<file path="src/rtl/wb_port_driver_pkg.sv">
// Shared write-back definitions: register numbering, queue entry layout,
// and a one-hot decode used to build the pending-write mask.
package wb_port_driver_pkg;

  localparam logic [3:0] REG_PC  = 4'd15;
  localparam int         NUM_GPR = 15;

  typedef struct packed {
    logic [3:0]  dest;
    logic [31:0] data;
  } wb_entry_t;

  // One-hot decode of a GPR number; the PC (15) decodes to all zeros.
  function automatic logic [NUM_GPR-1:0] gpr_onehot(input logic [3:0] dest);
    logic [NUM_GPR-1:0] oh;
    oh = '0;
    for (int r = 0; r < NUM_GPR; r++) oh[r] = (dest == 4'(r));
    return oh;
  endfunction

endpackage

</file>
<file path="src/rtl/wb_port_driver_if.sv">
// Producer/register-file facing signals of the write-back port driver.
interface wb_port_driver_if;
  import wb_port_driver_pkg::*;

  logic               alu_valid;
  logic [3:0]         alu_dest;
  logic [31:0]        alu_result;
  logic               mem_valid;
  logic [3:0]         mem_dest;
  logic [31:0]        mem_data;
  logic               in_ready;
  logic               writeBackEn;
  logic [3:0]         Dest_wb;
  logic [31:0]        Result_WB;
  logic               pc_write;
  logic [31:0]        pc_value;
  logic [NUM_GPR-1:0] busy_mask;
  logic               overflow;

  modport master (
    output alu_valid, alu_dest, alu_result, mem_valid, mem_dest, mem_data,
    input  in_ready, writeBackEn, Dest_wb, Result_WB, pc_write, pc_value,
           busy_mask, overflow
  );

  modport slave (
    input  alu_valid, alu_dest, alu_result, mem_valid, mem_dest, mem_data,
    output in_ready, writeBackEn, Dest_wb, Result_WB, pc_write, pc_value,
           busy_mask, overflow
  );
endinterface

</file>
<file path="src/rtl/wb_queue.sv">
// In-order circular buffer: up to two pushes and one pop per edge.
// The head is popped on every edge the queue is non-empty.
module wb_queue
  import wb_port_driver_pkg::*;
#(
  parameter int DEPTH = 4
) (
  input  logic                     clk,
  input  logic                     rst,
  input  logic [1:0]               push_n,   // 0, 1 or 2 entries this edge
  input  wb_entry_t                push_a,   // older entry (slot wr_ptr)
  input  wb_entry_t                push_b,   // younger entry (slot wr_ptr+1)
  output logic                     pop_vld,
  output wb_entry_t                head,
  output logic                     in_ready,
  output wb_entry_t [DEPTH-1:0]    slots,
  output logic [DEPTH-1:0]         slot_vld
);
  localparam int AW = $clog2(DEPTH);
  localparam int CW = AW + 1;

  logic [AW-1:0] rd_ptr, wr_ptr;
  logic [CW-1:0] cnt;

  assign pop_vld  = (cnt != '0);
  assign head     = slots[rd_ptr];
  // Two free slots guarantee a dual push always fits.
  assign in_ready = (cnt <= CW'(DEPTH - 2));

  // Pointer, count and storage update; pushes never touch the head slot
  // being popped because in_ready keeps two slots free.
  always_ff @(posedge clk or negedge rst) begin
    if (!rst) begin
      rd_ptr <= '0;
      wr_ptr <= '0;
      cnt    <= '0;
      slots  <= '0;
    end else begin
      if (push_n != 2'd0) slots[wr_ptr] <= push_a;
      if (push_n == 2'd2) slots[wr_ptr + AW'(1)] <= push_b;
      wr_ptr <= wr_ptr + AW'(push_n);
      if (pop_vld) rd_ptr <= rd_ptr + AW'(1);
      cnt <= cnt + CW'(push_n) - CW'(pop_vld);
    end
  end

  // A slot is live when its distance from the head is below the count.
  always_comb begin
    logic [AW-1:0] off;
    off      = '0;
    slot_vld = '0;
    for (int i = 0; i < DEPTH; i++) begin
      off         = AW'(i) - rd_ptr;
      slot_vld[i] = ({1'b0, off} < cnt);
    end
  end

endmodule

</file>
<file path="src/rtl/wb_port_driver.sv">
// Write-back port driver: merges ALU and load results into the single
// register-file write port through wb_queue, diverts PC writes to a pulse,
// and publishes the pending-write mask for hazard detection.
module wb_port_driver
  import wb_port_driver_pkg::*;
#(
  parameter int DEPTH = 4
) (
  input  logic              clk,
  input  logic              rst,
  wb_port_driver_if.slave   bus
);
  logic                  in_ready, pop_vld, push_req, accept;
  logic [1:0]            push_n;
  wb_entry_t             push_a, push_b, head;
  wb_entry_t [DEPTH-1:0] slots;
  logic [DEPTH-1:0]      slot_vld;

  logic                  wb_en, pc_wr, ovf;
  logic [3:0]            wb_dest;
  logic [31:0]           wb_data, pc_val;
  logic [NUM_GPR-1:0]    busy;

  // Load result is always the older entry of a dual push. A push seen
  // while not ready is dropped as a whole.
  always_comb begin
    push_req = bus.alu_valid | bus.mem_valid;
    accept   = push_req & in_ready;
    push_n   = !accept ? 2'd0 : (bus.alu_valid & bus.mem_valid) ? 2'd2 : 2'd1;
    push_a   = bus.mem_valid ? '{dest: bus.mem_dest, data: bus.mem_data}
                             : '{dest: bus.alu_dest, data: bus.alu_result};
    push_b   = '{dest: bus.alu_dest, data: bus.alu_result};
  end

  wb_queue #(.DEPTH(DEPTH)) u_queue (
    .clk      (clk),
    .rst      (rst),
    .push_n   (push_n),
    .push_a   (push_a),
    .push_b   (push_b),
    .pop_vld  (pop_vld),
    .head     (head),
    .in_ready (in_ready),
    .slots    (slots),
    .slot_vld (slot_vld)
  );

  // Output stage: retire the head to the register file or the PC pulse.
  // Address/data hold when nothing retires.
  always_ff @(posedge clk or negedge rst) begin
    if (!rst) begin
      wb_en   <= 1'b0;
      pc_wr   <= 1'b0;
      wb_dest <= '0;
      wb_data <= '0;
      pc_val  <= '0;
    end else if (pop_vld) begin
      if (head.dest == REG_PC) begin
        wb_en  <= 1'b0;
        pc_wr  <= 1'b1;
        pc_val <= head.data;
      end else begin
        wb_en   <= 1'b1;
        pc_wr   <= 1'b0;
        wb_dest <= head.dest;
        wb_data <= head.data;
      end
    end else begin
      wb_en <= 1'b0;
      pc_wr <= 1'b0;
    end
  end

  // Sticky record of any dropped push.
  always_ff @(posedge clk or negedge rst) begin
    if (!rst)                      ovf <= 1'b0;
    else if (push_req & !in_ready) ovf <= 1'b1;
  end

  // Pending writes: every live queue entry plus the write in flight.
  always_comb begin
    busy = wb_en ? gpr_onehot(wb_dest) : '0;
    for (int i = 0; i < DEPTH; i++)
      if (slot_vld[i]) busy = busy | gpr_onehot(slots[i].dest);
  end

  assign bus.in_ready    = in_ready;
  assign bus.writeBackEn = wb_en;
  assign bus.Dest_wb     = wb_dest;
  assign bus.Result_WB   = wb_data;
  assign bus.pc_write    = pc_wr;
  assign bus.pc_value    = pc_val;
  assign bus.busy_mask   = busy;
  assign bus.overflow    = ovf;

endmodule

</file>
<file path="src/flat_wrapper.sv">
// flat-port wrapper written by rule: the top's interface ports become plain ports
module wb_port_driver_flat import wb_port_driver_pkg::*;
#(
  parameter int DEPTH = 4
)
  (clk, rst, bus_alu_valid, bus_alu_dest, bus_alu_result, bus_mem_valid, bus_mem_dest, bus_mem_data, bus_in_ready, bus_writeBackEn, bus_Dest_wb, bus_Result_WB, bus_pc_write, bus_pc_value, bus_busy_mask, bus_overflow);
  wb_port_driver_if bus_i ();
  input  logic clk;
  input  logic rst;
  input wire logic [$bits(bus_i.alu_valid)-1:0] bus_alu_valid;
  input wire logic [$bits(bus_i.alu_dest)-1:0] bus_alu_dest;
  input wire logic [$bits(bus_i.alu_result)-1:0] bus_alu_result;
  input wire logic [$bits(bus_i.mem_valid)-1:0] bus_mem_valid;
  input wire logic [$bits(bus_i.mem_dest)-1:0] bus_mem_dest;
  input wire logic [$bits(bus_i.mem_data)-1:0] bus_mem_data;
  output wire logic [$bits(bus_i.in_ready)-1:0] bus_in_ready;
  output wire logic [$bits(bus_i.writeBackEn)-1:0] bus_writeBackEn;
  output wire logic [$bits(bus_i.Dest_wb)-1:0] bus_Dest_wb;
  output wire logic [$bits(bus_i.Result_WB)-1:0] bus_Result_WB;
  output wire logic [$bits(bus_i.pc_write)-1:0] bus_pc_write;
  output wire logic [$bits(bus_i.pc_value)-1:0] bus_pc_value;
  output wire logic [$bits(bus_i.busy_mask)-1:0] bus_busy_mask;
  output wire logic [$bits(bus_i.overflow)-1:0] bus_overflow;
  assign bus_i.alu_valid = bus_alu_valid;
  assign bus_i.alu_dest = bus_alu_dest;
  assign bus_i.alu_result = bus_alu_result;
  assign bus_i.mem_valid = bus_mem_valid;
  assign bus_i.mem_dest = bus_mem_dest;
  assign bus_i.mem_data = bus_mem_data;
  assign bus_in_ready = bus_i.in_ready;
  assign bus_writeBackEn = bus_i.writeBackEn;
  assign bus_Dest_wb = bus_i.Dest_wb;
  assign bus_Result_WB = bus_i.Result_WB;
  assign bus_pc_write = bus_i.pc_write;
  assign bus_pc_value = bus_i.pc_value;
  assign bus_busy_mask = bus_i.busy_mask;
  assign bus_overflow = bus_i.overflow;
  wb_port_driver #(.DEPTH(DEPTH)) u_core (.clk(clk), .rst(rst), .bus(bus_i));
endmodule
</file>
<file path="config.mk">
export PLATFORM = sky130hd
export DESIGN_NAME = wb_port_driver_flat
export DESIGN_NICKNAME = d
export VERILOG_FILES = /design/src/rtl/wb_port_driver_pkg.sv /design/src/rtl/wb_port_driver_if.sv /design/src/rtl/wb_queue.sv /design/src/rtl/wb_port_driver.sv /design/src/flat_wrapper.sv
export SDC_FILE = /design/constraint.sdc
export NUM_CORES = 1
export LEC_CHECK = 0
export CORE_UTILIZATION = 35
export CTS_CLUSTER_SIZE = 25
export DETAILED_ROUTE_END_ITERATION = 8
export PLACE_DENSITY_LB_ADDON = 0.12
export REMOVE_ABC_BUFFERS = 1
export SYNTH_ARGS = -nofsm -noshare
export SYNTH_HDL_FRONTEND = slang
export SYNTH_SLANG_ARGS = --single-unit
</file>
<file path="constraint.sdc">
create_clock -name clk -period 3.1 [get_ports clk]
set_input_delay 0.775 -clock clk [delete_from_list [all_inputs] [get_ports clk]]
set_output_delay 0.775 -clock clk [all_outputs]
set_load 0.01 [all_outputs]
</file>
==> out/qor.csv <==
stage,metric,value,unit
timing,Fmax,302,MHz
timing,Min Hold Slack,0.258,ns
final_layout,Final Non-Filler Cells,1637,
routing,residual DRC count,16,
setup_path,R2R Setup Slk,0.21,ns
global_routing,vias in the first global route,9571,
setup_path,WS Path Type,register to primary output,
routing,number of vias per cell,5.74,
timing,Final WS setup,-0.213,ns
placed_design,hpwl dp,23100,um
setup_path,CP Launch Type,register,
global_routing,met3 Track Usage GR,0.0397,
synthesis,asr flop ratio synth,1.00,
synthesis,Seq cells post-synth,222,
clocking,latest clock arrival within the worst-skew pair,0.54,ns
timing,Setup Skew,0.0249,ns
synthesis,ys flop type,dfrtp_1,
routing,Starting DRT DRC Count,725,
setup_path,Required @ worst endpoint,2.32,ns
timing,Slew Limit Fails,0,
final_layout,fin nets,1309,
synthesis,most frequent cells after synthesis,"dfrtp_1 (222), nor2_1 (159), a21oi_1 (150), o22ai_1 (147), mux2_2 (39)",
synthesis,Synth cell types,62,
setup_path,R2R depth,7,
global_routing,met1 capacity usage during global routing,0.307,
run_status,failing checks,"DRC, setup timing",
clocking,htree depth,1,
timing,worst-margin pin slew,1.06,ns
synthesis,cell with the most instances after synthesis,dfrtp_1,
global_routing,GRT busiest layer,met2,
clocking,Longest Clk Path Bufs,3,
synthesis,Mapped Cells,1043,
timing,Fin Setup TNS,-1.87,ns
run_status,outcome,"complete, but fails checks",
setup_path,Crit Reg-Reg Endpoint,u_core.bus.Result_WB[18]$_DFFE_PN0P_,
synthesis,most area-consuming cells after synthesis,"dfrtp_1 (51%), o22ai_1 (8.4%), mux4_2 (7.4%), a21oi_1 (6.8%), nor2_1 (5.4%)",
timing,crit share post-route,1.07,
setup_path,Worst Setup End Kind,primary output,
pwr,Max VDD drop,0.486,mV
final_layout,share of cells above drive strength 1,0.205,
synthesis,Ys Warns,0,
synthesis,post-synth top area cell,dfrtp_1,
routing,Vias,9402,
routing,drt first pass iters,9,
routing,Final ANT Viol Nets,0,
timing,Setup Viol. Count Final,15,
floorplanning,CORE AREA,30700,sq um
synthesis,top cell type's share of synthesized area,0.506,
pwr,leakage,5.81,nW
clocking,hold_buf cts,0,
clocking,CTS root buf,clkbuf_16,
floorplanning,Top Ports,163,
setup_path,CP Max Fanout,2,
global_routing,total global routing overflow,0,
global_routing,Total GRT Usage,0.236,
clocking,CTS tree,built,
worst_hold_path,worst hold path type,input port to async pin,
global_routing,M2 GR Usage,0.403,
synthesis,"Seq/Total Area, Yosys",0.506,
pwr,PD cells,1240,nW/um^2
timing,minimum clock period,3.31,ns
floorplanning,die area,32100,sq um
floorplanning,DIE HEIGHT,179,um
final_layout,# diodes,0,
synthesis,synthesized area,11000,sq um
synthesis,number of enable flip-flop cells after synthesis,0,
global_routing,global-route wire length before repair,57100,um
placed_design,dpl cells,1586,
synthesis,Synth Area per Inst,10.5,sq um
placed_design,IO Port Bufs,162,
timing,"Hold Vio Cnt, Final",0,
setup_path,Worst R2R Start,u_core.u_queue.rd_ptr[0]$_DFFE_PN0P_,
floorplanning,Initial Util,0.357,
routing,Routed WL per cell,22.8,um
final_layout,filler cell count,2935,
global_routing,antenna violations before repair,0,
clocking,CTS buffer count,26,
final_layout,area added between synthesis and finish,31.2,%
timing,Slew HR,0.295,
floorplanning,# rows,64,
routing,routed wire length,37300,um
setup_path,crit path DAT,2.54,ns
timing,RSZ-0062 raised after global routing,true,
floorplanning,die width,179,um
global_routing,largest net degree at the start of global routing,83,
placed_design,global placer's final weighted congestion,0.907,
job,Max-cap violations,0,
clocking,"CTS clk-pin slew, worst paths",0.06,ns
clocking,Clock Sinks,222,
flip-flops by register name, indices dropped and copies added (netlist names):
| name | flops |
|---|---|
| u_core.bus.Dest_wb | 4 |
| u_core.bus.Result_WB | 32 |
| u_core.bus.overflow | 1 |
| u_core.bus.pc_value | 32 |
| u_core.bus.pc_write | 1 |
| u_core.bus.writeBackEn | 1 |
| u_core.u_queue.cnt | 3 |
| u_core.u_queue.rd_ptr | 2 |
| u_core.u_queue.slots | 144 |
| u_core.u_queue.wr_ptr | 2 |
worst max-delay path by stage:
stage	cells after the start	slack (ns)	startpoint	end
CTS	8	-0.24	u_core.u_queue.rd_ptr[0]$_DFFE_PN0P_	bus_busy_mask[13]
global placement	8	-0.07	u_core.u_queue.rd_ptr[0]$_DFFE_PN0P_	bus_busy_mask[13]
floorplan	5	-1.15	bus_alu_valid	u_core.u_queue.slots[108]$_DFF_PN0_
detailed placement	8	-0.08	u_core.u_queue.rd_ptr[0]$_DFFE_PN0P_	bus_busy_mask[8]
finish	8	-0.21	u_core.u_queue.rd_ptr[0]$_DFFE_PN0P_	bus_busy_mask[13]
global route	8	-0.30	u_core.u_queue.rd_ptr[0]$_DFFE_PN0P_	bus_busy_mask[2]
what timing repair did:
action	4_1_cts	5_1_grt
pin swaps	28	9
setup buffers	5	1
gates resized for setup	87	9
cloned	0	0
setup endpoints to repair	15	15
routing by layer:
layer  routed length, um  vias to the layer above  share of wire
met5                   0                        -              0
met1               15600                     4747           0.42
met4                 885                        0          0.024
met3                2250                       62          0.060
met2               18500                      360           0.50
li1                    -                     4233              -
layout by cell type, fill, tap and decap left out, types with 4 or more instances in the layout:
cell type	n
a21boi_4	4
a21o_1	4
a21oi_1	147
buf_12	10
buf_2	14
buf_4	60
buf_6	5
clkbuf_1	4
clkbuf_16	26
clkbuf_8	5
clkdlybuf4s50_1	146
clkinv_2	6
dfrtp_1	220
ha_1	7
inv_1	15
mux2_1	29
mux2_2	39
mux4_2	36
nand2_1	14
nand2_2	4
nand2b_1	7
nand3_1	13
nand3_2	5
nand4_1	6
nor2_1	158
nor2b_1	6
nor3_1	7
o21ai_1	4
o22ai_1	146
or3_1	12
xnor2_1	5
cell families (layout without fill, tap and decap cells):
group / after synthesis / count (layout) / synth area share
compound gates: 339 / 339 / 0.183
simple gates: 261 / 261 / 0.111
flops: 222 / 222 / 0.506
mux: 104 / 104 / 0.144
buf+inv: 101 / 299 / 0.0398
fa+ha+maj: 9 / 9 / 0.0109
xor+xnor: 7 / 7 / 0.00558
through the flow:
step	power, mW	util	setup slack, ns	cell area [sq um]
2_1_floorplan	10.6	-	-1.15	10600
3_3_place_gp	14.5	0.437	-0.0683	13400
3_5_place_dp	14.7	0.437	-0.0757	13400
4_1_cts	17.9	0.467	-0.237	14400
5_1_grt	19.1	0.469	-0.297	14400
6_report	17.9	0.469	-0.213	14400
report_power, final:
part / total [mW] / leakage [nW] / switching (mW) / internal (mW)
Clock: 3.12 / 0.434 / 1.22 / 1.90
Combinational: 9.41 / 2.91 / 4.50 / 4.91
Sequential: 5.40 / 2.47 / 0.968 / 4.43
Total: 17.9 / 5.81 / 6.68 / 11.2
worst max-delay path, cell delays in order, from the launching register on:
cell     delay, ns
dfrtp_4       0.50
xnor2_4       0.16
inv_2         0.07
ha_4          0.27
a21o_1        0.15
a21oi_2       0.07
a31o_2        0.25
or4_1         0.38
buf_2         0.15
layout make-up:
cell class                 instances  area [sq um]  area share
clock inverter                    10           136     0.00946
timing repair buffer             236          2250       0.156
clock buffer                      35           734      0.0510
inverter                          18          67.6     0.00469
multi-input combinational        720          5160       0.358
tap                              396           495      0.0344
sequential                       222          5560       0.386
(Power assumes the default switching activity.)
